## src/rtl/inst_fetch.sv

```systemverilog
// Instruction fetch stage: owns the fetch PC, issues word reads on the imem port,
// and buffers in-order responses for decode. Redirects flush the buffer and drop stale responses.
module inst_fetch #(
    parameter logic [31:0] RESET_PC        = 32'h8000_0000,
    parameter int          FIFO_DEPTH      = 2,
    parameter int          MAX_OUTSTANDING = 2
) (
    input  logic        clk,
    input  logic        rst,
    input  logic        redirect_i,
    input  logic [31:0] redirect_pc_i,
    output logic        imem_req_valid_o,
    input  logic        imem_req_ready_i,
    output logic [31:0] imem_req_addr_o,
    input  logic        imem_rsp_valid_i,
    input  logic [31:0] imem_rsp_data_i,
    input  logic        imem_rsp_err_i,
    output logic        inst_valid_o,
    input  logic        inst_ready_i,
    output logic [31:0] inst_o,
    output logic [31:0] inst_pc_o,
    output logic        inst_err_o,
    output logic        busy_o
);
    localparam int FP_W = (FIFO_DEPTH > 1) ? $clog2(FIFO_DEPTH) : 1;
    localparam int TP_W = (MAX_OUTSTANDING > 1) ? $clog2(MAX_OUTSTANDING) : 1;
    localparam int CW   = $clog2(FIFO_DEPTH + MAX_OUTSTANDING + 1);
    localparam logic [31:0] NOP = 32'h0000_0013;

    typedef enum logic [1:0] {ST_RUN, ST_MISAL, ST_HALT} state_t;

    function automatic logic [TP_W-1:0] tag_inc(input logic [TP_W-1:0] p);
        return (p == TP_W'(MAX_OUTSTANDING - 1)) ? '0 : p + 1'b1;
    endfunction

    state_t      state_q, state_nxt;
    logic [31:0] fetch_pc_q, fetch_pc_nxt;
    logic        req_valid_q, req_valid_nxt;
    logic [31:0] req_addr_q, req_addr_nxt;
    logic [CW-1:0] out_cnt_q, out_nxt;
    logic [CW-1:0] drop_q, drop_nxt;
    logic        stale_q, stale_nxt;
    logic [CW-1:0] fifo_cnt_q, cnt_nxt;
    logic [FP_W-1:0] fifo_rd_q, fifo_wr_q;
    logic [TP_W-1:0] tag_rd_q, tag_wr_q;

    logic [31:0] fifo_inst [FIFO_DEPTH];
    logic [31:0] fifo_pc   [FIFO_DEPTH];
    logic        fifo_err  [FIFO_DEPTH];
    logic [31:0] tag_pc    [MAX_OUTSTANDING];

    logic accept, pend_hold, fifo_nonempty, pop, drop_zero;
    logic rsp_keep, misal_push, push, fault, start;

    assign accept        = req_valid_q & imem_req_ready_i;
    assign pend_hold     = req_valid_q & ~imem_req_ready_i;
    assign fifo_nonempty = (fifo_cnt_q != '0);
    assign pop           = inst_valid_o & inst_ready_i;
    assign drop_zero     = (drop_q == '0);
    assign rsp_keep      = imem_rsp_valid_i & ~redirect_i & drop_zero;
    // The fault entry waits until every stale response (including a still-pending request) is gone.
    assign misal_push    = (state_q == ST_MISAL) & drop_zero & ~stale_q & ~redirect_i;
    assign push          = rsp_keep | misal_push;
    assign fault         = rsp_keep & imem_rsp_err_i;

    assign out_nxt = out_cnt_q + CW'(accept) - CW'(imem_rsp_valid_i);
    assign cnt_nxt = redirect_i ? '0 : fifo_cnt_q + CW'(push) - CW'(pop);

    always_comb begin
        state_nxt = state_q;
        if (redirect_i) begin
            state_nxt = (redirect_pc_i[1:0] != 2'b00) ? ST_MISAL : ST_RUN;
        end else begin
            case (state_q)
                ST_RUN:   if (fault) state_nxt = ST_HALT;
                ST_MISAL: if (misal_push) state_nxt = ST_HALT;
                default:  state_nxt = state_q;
            endcase
        end
    end

    always_comb begin
        drop_nxt  = drop_q;
        stale_nxt = stale_q;
        if (redirect_i || fault) begin
            // Everything still in flight after this edge belongs to the old stream.
            drop_nxt  = out_nxt;
            stale_nxt = pend_hold;
        end else begin
            drop_nxt  = drop_q - CW'(imem_rsp_valid_i & ~drop_zero) + CW'(accept & stale_q);
            stale_nxt = stale_q & ~accept;
        end

        fetch_pc_nxt = fetch_pc_q;
        if (redirect_i)
            fetch_pc_nxt = redirect_pc_i;
        else if (accept && !stale_q)
            fetch_pc_nxt = fetch_pc_q + 32'd4;

        // Credits cover accepted requests plus buffered entries, so a response never finds the FIFO full.
        start = (state_nxt == ST_RUN) && !pend_hold
             && (out_nxt < CW'(MAX_OUTSTANDING))
             && ((out_nxt + cnt_nxt) < CW'(FIFO_DEPTH));
        req_valid_nxt = pend_hold | start;
        req_addr_nxt  = start ? fetch_pc_nxt : req_addr_q;
    end

    always_ff @(posedge clk or negedge rst) begin
        if (!rst) begin
            state_q     <= ST_RUN;
            fetch_pc_q  <= RESET_PC;
            req_valid_q <= 1'b0;
            req_addr_q  <= '0;
            out_cnt_q   <= '0;
            drop_q      <= '0;
            stale_q     <= 1'b0;
            fifo_cnt_q  <= '0;
            fifo_rd_q   <= '0;
            fifo_wr_q   <= '0;
            tag_rd_q    <= '0;
            tag_wr_q    <= '0;
        end else begin
            state_q     <= state_nxt;
            fetch_pc_q  <= fetch_pc_nxt;
            req_valid_q <= req_valid_nxt;
            req_addr_q  <= req_addr_nxt;
            out_cnt_q   <= out_nxt;
            drop_q      <= drop_nxt;
            stale_q     <= stale_nxt;
            fifo_cnt_q  <= cnt_nxt;
            if (redirect_i) begin
                fifo_rd_q <= '0;
                fifo_wr_q <= '0;
            end else begin
                fifo_rd_q <= fifo_rd_q + FP_W'(pop);
                fifo_wr_q <= fifo_wr_q + FP_W'(push);
            end
            if (accept)
                tag_wr_q <= tag_inc(tag_wr_q);
            if (imem_rsp_valid_i)
                tag_rd_q <= tag_inc(tag_rd_q);
        end
    end

    always_ff @(posedge clk) begin
        if (accept)
            tag_pc[tag_wr_q] <= req_addr_q;
        if (push) begin
            fifo_inst[fifo_wr_q] <= rsp_keep ? imem_rsp_data_i : NOP;
            fifo_pc[fifo_wr_q]   <= rsp_keep ? tag_pc[tag_rd_q] : fetch_pc_q;
            fifo_err[fifo_wr_q]  <= rsp_keep ? imem_rsp_err_i : 1'b1;
        end
    end

    assign imem_req_valid_o = req_valid_q;
    assign imem_req_addr_o  = req_addr_q;
    assign inst_valid_o     = fifo_nonempty & ~redirect_i;
    assign inst_o           = fifo_nonempty ? fifo_inst[fifo_rd_q] : '0;
    assign inst_pc_o        = fifo_nonempty ? fifo_pc[fifo_rd_q] : '0;
    assign inst_err_o       = fifo_nonempty & fifo_err[fifo_rd_q];
    assign busy_o           = (out_cnt_q != '0) | ~drop_zero | req_valid_q;

endmodule
```

## config.mk

```make
export PLATFORM = sky130hd
export DESIGN_NAME = inst_fetch
export DESIGN_NICKNAME = d
export VERILOG_FILES = /design/src/rtl/inst_fetch.sv
export SDC_FILE = /design/constraint.sdc
export NUM_CORES = 1
export LEC_CHECK = 0
export BUFFER_PORTS_ARGS = -buffer_cell sky130_fd_sc_hd__buf_2
export CORE_MARGIN = 4
export CORE_UTILIZATION = 52
export CTS_CLUSTER_SIZE = 20
export DETAILED_ROUTE_END_ITERATION = 6
export HOLD_SLACK_MARGIN = 0.03
export PLACE_DENSITY = 0.76
export SETUP_SLACK_MARGIN = 0.3
export SLEW_MARGIN = 20
export SYNTH_ARGS = -nofsm -noshare
export SYNTH_HDL_FRONTEND = slang
export SYNTH_SLANG_ARGS = --single-unit
```

## constraint.sdc

```tcl
create_clock -name clk -period 3.7 [get_ports clk]
set_input_delay 0.74 -clock clk [delete_from_list [all_inputs] [get_ports clk]]
set_output_delay 0.74 -clock clk [all_outputs]
set_load 0.02 [all_outputs]
```

==> impl_metrics.yaml, run 1 <==
finish:
  finalCoreUtilization_pct: 63.7
  drive_gt1_share_pct: 29.9
  seq_area_um2: 7860
  most_used_cells_in_the_layout_excluding_fill_and_tap_cells: "194 x sky130_fd_sc_hd__edfxtp_1, 169 x sky130_fd_sc_hd__buf_2, 118 x sky130_fd_sc_hd__nor2_1"
  stdcell_count: 1383
  leading_cell_type_in_the_layout_fill_and_taps_excluded: "sky130_fd_sc_hd__edfxtp_1"
  final.fill_count: 1684
  finish.net_count: 1160
  multi_input_area_um2: 3910
  syn_to_final_growth_pct: 20.1
  stdcell_area_um2: 14500
  n_antenna_cell: 0
logic_synthesis:
  synthesis.instances: 879
  synth-seq-cells: 275
  synth_cell_types: 66
  post_synth_top_area_share_pct: 48.3
  area_contributors_post_synth: "sky130_fd_sc_hd__edfxtp_1 48%, sky130_fd_sc_hd__dfrtp_1 17%, sky130_fd_sc_hd__mux2i_1 8.3%, sky130_fd_sc_hd__nor2_1 3.8%, sky130_fd_sc_hd__mux2_4 3.7%"
  synthDominantAreaCellType: "sky130_fd_sc_hd__edfxtp_1"
  nets_in_the_synthesized_netlist: 963
  number_of_enable_type_register_cells_in_the_synthesized_netlist: 194
  post_syn_area_um2: 12100
  ys_seq_area_share_pct: 65.1
  ffs_w_async_s_r_synth_pct: 29.5
  yosysWarningCount: 0
  synthesis.area_per_instance_um2: 13.7
  synth_flop_cell: "sky130_fd_sc_hd__edfxtp_1"
drt:
  post_drt_via_cell_ratio: 5.52
  dr_total_vias: 7633
  drc: 0
  drt-wirelength-per-cell_um: 19.2
  drt_first_iter_violations: 512
  drt_first_pass_iters: 5
  detail-route-antenna-nets: 0
  postRouteWirelength_um: 26500
placed_design:
  io_buffer_count: 170
  placement_stage_cell_area_um2: 13400
  gp_congestion: 0.842
  detailedPlacementHpwl_um: 17300
  pre_cts_ws_ns: -0.508
  place.detailed.instances: 1322
floorplanning:
  num_io_pins: 171
  design.core.area_um2: 22700
  die-height_um: 160
  die_area_um2: 25700
  floorplan.rows: 55
  die_x_um: 160
  initial_cell_density_of_the_core_pct: 53.1
grt:
  first_global_vias: 7659
  global_route.usage.met3_pct: 3.28
  gr-total-overflow: 0
  global_route.usage.met1_pct: 29.0
  grt.met2_usage_pct: 32.7
  antenna_found_initial: 0
  grt_max_degree: 98
  grt-busiest-layer: "met2"
  first_pass_grt_wire_length_um: 41800
  globalRouteTotalUtil_pct: 20.3
pwr:
  power.ir.vdd_worst_mv: 0.589
  totalPowerFinal_mw: 10.9
  static-leakage-power_nw: 5.75
  power_per_cell_area_nw_per_um2: 751
clocking:
  cts_buf_count: 28
  clk_pin_slew_worst_paths_ns: 0.06
  clkSinkCount: 275
  cts_htree_levels: 1
  clockBufferDepth: 3
  cts_hold_buffers: 0
  cts_root_buf: "sky130_fd_sc_hd__clkbuf_16"
  clock_latency_ns: 0.53
  cts_tree: "done"
timing:
  maximum_clock_rate_mhz: 256
  layout_setup_ws_ns: -0.207
  setup_repair_after_global_routing_missed_its_margin: "yes"
  whs_ns: 0.241
  final_min_period_ns: 3.91
  worst_pin_slew_ns: 1.10
  slew_violations: 0
  setup_violations: 32
  max_slew_margin_vs_limit_pct: 26.8
  fin_worst_skew_ns: 0.0132
  final_min_period_over_clock_period_pct: 106
  final.setup.tns_ns: -5.98
  total_count_of_hold_check_failures_in_the_final_report: 0
worst_setup_path:
  required_time_at_the_worst_slack_endpoint_ns: 4.12
  worstPathCellList: "or3_4, nor2_4, o21a_1, inv_2, ha_4, inv_4, ha_4, inv_2, fa_1, or2_4, fa_2, nand4_1, nor4_4, buf_6, clkbuf_16, mux2_4"
  cp.arrival_ns: 4.33
  critical-path-max-stage-delay_ns: 0.52
  start_kind: "register"
  crit_path_max_fanout: 4
  worstSetupPathType: "reg -> reg"
  cpLargestDelayFamily: "adder cells"
  crit_buf_inv: 5
  critical-path-slowest-cell: "sky130_fd_sc_hd__fa_2"
  critPathCaptureType: "register"
job:
  max_cap_viol_count: 0
outcome:
  run_status: "finished, violations left"
  violations: "negative setup slack"
hold_path:
  hp-class: "in -> async"
==> registers in the layout (all words and copies together) (netlist names) <==
name              cells
fifo_inst            64
fifo_pc              64
tag_pc               64
fetch_pc_q           32
imem_req_addr_o      32
drop_q                3
fifo_cnt_q            3
out_cnt_q             3
fifo_err              2
state_q               2
fifo_rd_q             1
fifo_wr_q             1
imem_req_valid_o      1
stale_q               1
tag_rd_q              1
tag_wr_q              1
==> final timing paths <==
kind | endpoint | slack [ns] | depth (start not counted) | startpoint
max | imem_req_addr_o[8]$_DFFE_PN0P_ | -0.21 | 16 | drop_q[2]$_DFF_PN0_
min | imem_req_addr_o[26]$_DFFE_PN0P_ | 0.24 | 1 | rst
max reg2reg | imem_req_addr_o[8]$_DFFE_PN0P_ | -0.21 | 16 | drop_q[2]$_DFF_PN0_
min reg2reg | tag_pc[0][31]$_DFFE_PP_ | 0.50 | 0 | imem_req_addr_o[31]$_DFFE_PN0P_
max in group asynchronous | fifo_rd_q$_DFF_PN0_ | 2.88 | 1 | rst
min in group clk | fetch_pc_q[6]$_DFF_PN0_ | 0.47 | 3 | redirect_pc_i[6]
==> timing repair <==
| item | 4_1_cts | 5_1_grt |
|---|---|---|
| setup endpoints to repair | 32 | 33 |
| buffers inserted | 4 | 2 |
| resized for setup | 13 | 2 |
| gates cloned | 1 | 2 |
| pin swaps | 1 | 5 |
==> synthesized netlist by cell type (3+ instances only) <==
cell type                    n
sky130_fd_sc_hd__nand4_1    16
sky130_fd_sc_hd__buf_6       3
sky130_fd_sc_hd__o211ai_1    4
sky130_fd_sc_hd__nand3_1    17
sky130_fd_sc_hd__nor2b_1     4
sky130_fd_sc_hd__mux2i_1   100
sky130_fd_sc_hd__fa_1        4
sky130_fd_sc_hd__nor2_1    121
sky130_fd_sc_hd__dfrtp_1    80
sky130_fd_sc_hd__xnor2_1    12
sky130_fd_sc_hd__inv_1      20
sky130_fd_sc_hd__and3_1      3
sky130_fd_sc_hd__nand2_1    39
sky130_fd_sc_hd__a31oi_1     7
sky130_fd_sc_hd__clkbuf_1   31
sky130_fd_sc_hd__a21oi_1    40
sky130_fd_sc_hd__nor4_1      7
sky130_fd_sc_hd__or2b_2      3
sky130_fd_sc_hd__edfxtp_1  194
sky130_fd_sc_hd__and4_1      3
sky130_fd_sc_hd__nand2b_1    4
sky130_fd_sc_hd__and2_1     34
sky130_fd_sc_hd__mux2_4     30
sky130_fd_sc_hd__buf_2       3
sky130_fd_sc_hd__ha_1        9
sky130_fd_sc_hd__nor3_1      8
sky130_fd_sc_hd__a22oi_1     3
sky130_fd_sc_hd__mux2_2      5
sky130_fd_sc_hd__clkbuf_8    6
sky130_fd_sc_hd__xor2_1      6
sky130_fd_sc_hd__o21ai_0    20
==> logic make-up (layout without fill, tap and decap cells) <==
logic type      Yosys count  after routing  synth area share (%)
flops                   275            275                  65.1
buf+inv                  68            287                  3.14
simple gates            280            280                  11.6
mux                     135            135                  12.5
xor+xnor                 19             19                  1.49
fa+ha+maj                13             13                  1.60
compound gates           89             89                  4.55
==> area by class of cell <==
class	instances	area share [%]
well taps	285	2.46
clock inverters	3	0.285
inverters	20	0.536
multi-input cells	536	27.0
clock buffers	49	6.17
flip-flops and latches	275	54.3
repair buffers	215	9.26
==> report_power, final <==
group | internal [mW] | total [mW] | switching (mW)
clock | 1.70 | 2.81 | 1.11
sequential | 3.88 | 4.37 | 0.486
combinational | 1.63 | 3.70 | 2.07
==> worst register-to-register path: cells and delay by family (launching register included) <==
family	cells	cell delay (ns)
compound gates	1	0.16
buf+inv	5	0.47
mux	1	0.30
fa+ha+maj	4	1.31
simple gates	5	1.16
flops	1	0.38
==> per-layer routing <==
| layer | routed length [um] | vias up |
|---|---|---|
| met4 | 608 | 0 |
| met1 | 11700 | 3694 |
| met5 | 0 | - |
| met3 | 1590 | 43 |
| li1 | - | 3608 |
| met2 | 12600 | 288 |
Note: power is estimated with default switching activity, not from simulation.
==> run 2, diff against run 1 <==
Settings changed: SKIP_CTS_REPAIR_TIMING set to 1, SLEW_MARGIN 20 to not set.
==> run 2 against run 1 <==
The flow still finishes with violations (negative setup slack). Wire length shrank 0.86%. Die area stayed put. Clock skew down 0.00068 ns. Critical endpoint is now imem_req_addr_o[20]$_DFFE_PN0P_.
==> impl_metrics.yaml, run 2 (synthesis gave the netlist of run 1 again) <==
worst_setup_path:
  start_kind: "register"
  cp.arrival_ns: 4.38
  required_time_at_the_worst_slack_endpoint_ns: 4.11
  critPathCaptureType: "register"
  worstPathCellList: "or3_4, nor2_4, o21a_1, inv_2, ha_4, inv_2, ha_4, inv_2, fa_1, or2_4, fa_2, nand4_1, nor4_4, buf_6, clkbuf_16, mux2_4"
  critical-path-max-stage-delay_ns: 0.52
  critical-path-slowest-cell: "sky130_fd_sc_hd__fa_2"
  worstSetupPathType: "reg -> reg"
  cp_common_cell: "sky130_fd_sc_hd__inv_2"
  crit_path_max_fanout: 8
drt:
  met2_length_um: 12500
  dr.max_layer_used: "met4"
  post_drt_via_cell_ratio: 5.51
  drc: 0
  drt_first_iter_violations: 535
  met1Wirelength_um: 11600
  postRouteWirelength_um: 26300
  drt-wirelength-per-cell_um: 19.1
  drt_first_pass_iters: 5
  dr_total_vias: 7597
  wl_met3_um: 1590
  detail-route-antenna-nets: 0
clocking:
  clock_latency_ns: 0.53
  cts_tree: "done"
  clkSinkCount: 275
  cts_buf_count: 28
  clk_pin_slew_worst_paths_ns: 0.06
  clockBufferDepth: 3
  cts_htree_levels: 1
  cts_root_buf: "sky130_fd_sc_hd__clkbuf_16"
outcome:
  run_status: "finished, violations left"
  violations: "negative setup slack"
grt:
  globalRouteTotalUtil_pct: 20.2
  first_global_vias: 7588
  grt_max_degree: 98
  antenna_found_initial: 0
  gr-total-overflow: 0
  first_pass_grt_wire_length_um: 41600
timing:
  fin_worst_skew_ns: 0.0126
  setup_repair_after_global_routing_missed_its_margin: "yes"
  slew_violations: 0
  final_min_period_ns: 3.97
  final_min_period_over_clock_period_pct: 107
  final.setup.tns_ns: -7.86
  worst_pin_slew_ns: 1.10
  setup_violations: 32
  whs_ns: 0.388
  total_count_of_hold_check_failures_in_the_final_report: 0
  max_slew_margin_vs_limit_pct: 26.7
  maximum_clock_rate_mhz: 252
  layout_setup_ws_ns: -0.268
floorplanning:
  die_area_um2: 25700
  num_io_pins: 171
  die_x_um: 160
  initial_cell_density_of_the_core_pct: 53.1
  floorplan.rows: 55
  die-height_um: 160
  design.core.area_um2: 22700
finish:
  reg.largest.list: "fifo_inst: 64 flops, fifo_pc: 64 flops, tag_pc: 64 flops"
  syn_to_final_growth_pct: 19.4
  most_used_cells_in_the_layout_excluding_fill_and_tap_cells: "194 x sky130_fd_sc_hd__edfxtp_1, 169 x sky130_fd_sc_hd__buf_2, 118 x sky130_fd_sc_hd__nor2_1"
  drive_gt1_share_pct: 29.5
  n_antenna_cell: 0
  leading_cell_type_in_the_layout_fill_and_taps_excluded: "sky130_fd_sc_hd__edfxtp_1"
  finish.net_count: 1155
placed_design:
  detailedPlacementHpwl_um: 17300
  io_buffer_count: 170
  gp_congestion: 0.842
pwr:
  power_per_cell_area_nw_per_um2: 749
  totalPowerFinal_mw: 10.8
  power.ir.vdd_worst_mv: 0.568
  static-leakage-power_nw: 5.71
hold_path:
  hp-class: "in -> async"
job:
  max_cap_viol_count: 0
==> run 2: cell types whose count changed in the layout (fill, tap and decap cells not counted), sizes merged <==
cell | previous run | this run
buf | 213 | 208
==> run 2: final cells by class <==
type                            count  area, um2
Multi-Input combinational cell    536       3900
Sequential cell                   275       7860
Clock buffer                       49        893
Tap cell                          285        357
Inverter                           20       75.1
Timing Repair Buffer              210       1270
Fill cell                        1691       8310
Clock inverter                      3       41.3
==> run 2: path summary, 6_finish.rpt <==
| kind | depth (start not counted) | endpoint | slack, ns | startpoint |
|---|---|---|---|---|
| max | 16 | imem_req_addr_o[20]$_DFFE_PN0P_ | -0.27 | drop_q[2]$_DFF_PN0_ |
| min | 1 | imem_req_addr_o[26]$_DFFE_PN0P_ | 0.39 | rst |
| max reg2reg | 16 | imem_req_addr_o[20]$_DFFE_PN0P_ | -0.27 | drop_q[2]$_DFF_PN0_ |
| max in group asynchronous | 1 | fifo_rd_q$_DFF_PN0_ | 2.53 | rst |
| min in group clk | 3 | fetch_pc_q[6]$_DFF_PN0_ | 0.47 | redirect_pc_i[6] |
| min reg2reg | 0 | tag_pc[1][31]$_DFFE_PP_ | 0.51 | imem_req_addr_o[31]$_DFFE_PN0P_ |
==> run 2: worst max-delay path: cells and delay by family, from the launching register on <==
family | cells | cell delay, ns
adders and majority gates | 4 | 1.31
and+or+nand+nor | 5 | 1.15
buffers and inverters | 5 | 0.54
DFF | 1 | 0.38
muxes | 1 | 0.29
AOI/OAI and AO/OA | 1 | 0.16
==> run 2: metrics by stage <==
stage | area, um2 | utilization (%) | setup WS (ns) | std cells
after floorplan | 12100 | - | -0.463 | 879
after global placement | 13400 | 58.8 | -0.386 | 1322
after detailed placement | 13400 | 58.8 | -0.508 | 1322
after CTS | 14300 | 62.9 | -0.433 | 1374
after global routing | 14400 | 63.4 | -0.423 | 1378
final | 14400 | 63.4 | -0.268 | 1378
==> run 2: layer usage <==
layer | vias to the layer above | GRT usage [%]
met5 | - | 0
met1 | 3695 | 28.8
met4 | 0 | 5.87
met2 | 280 | 32.4
li1 | 3581 | -
met3 | 41 | 3.25
==> run 2: report_power, final <==
part           total, mW  internal (mW)  switching, mW
logic               3.61           1.57           2.04
registers           4.37           3.88          0.489
clock network       2.81           1.70           1.11
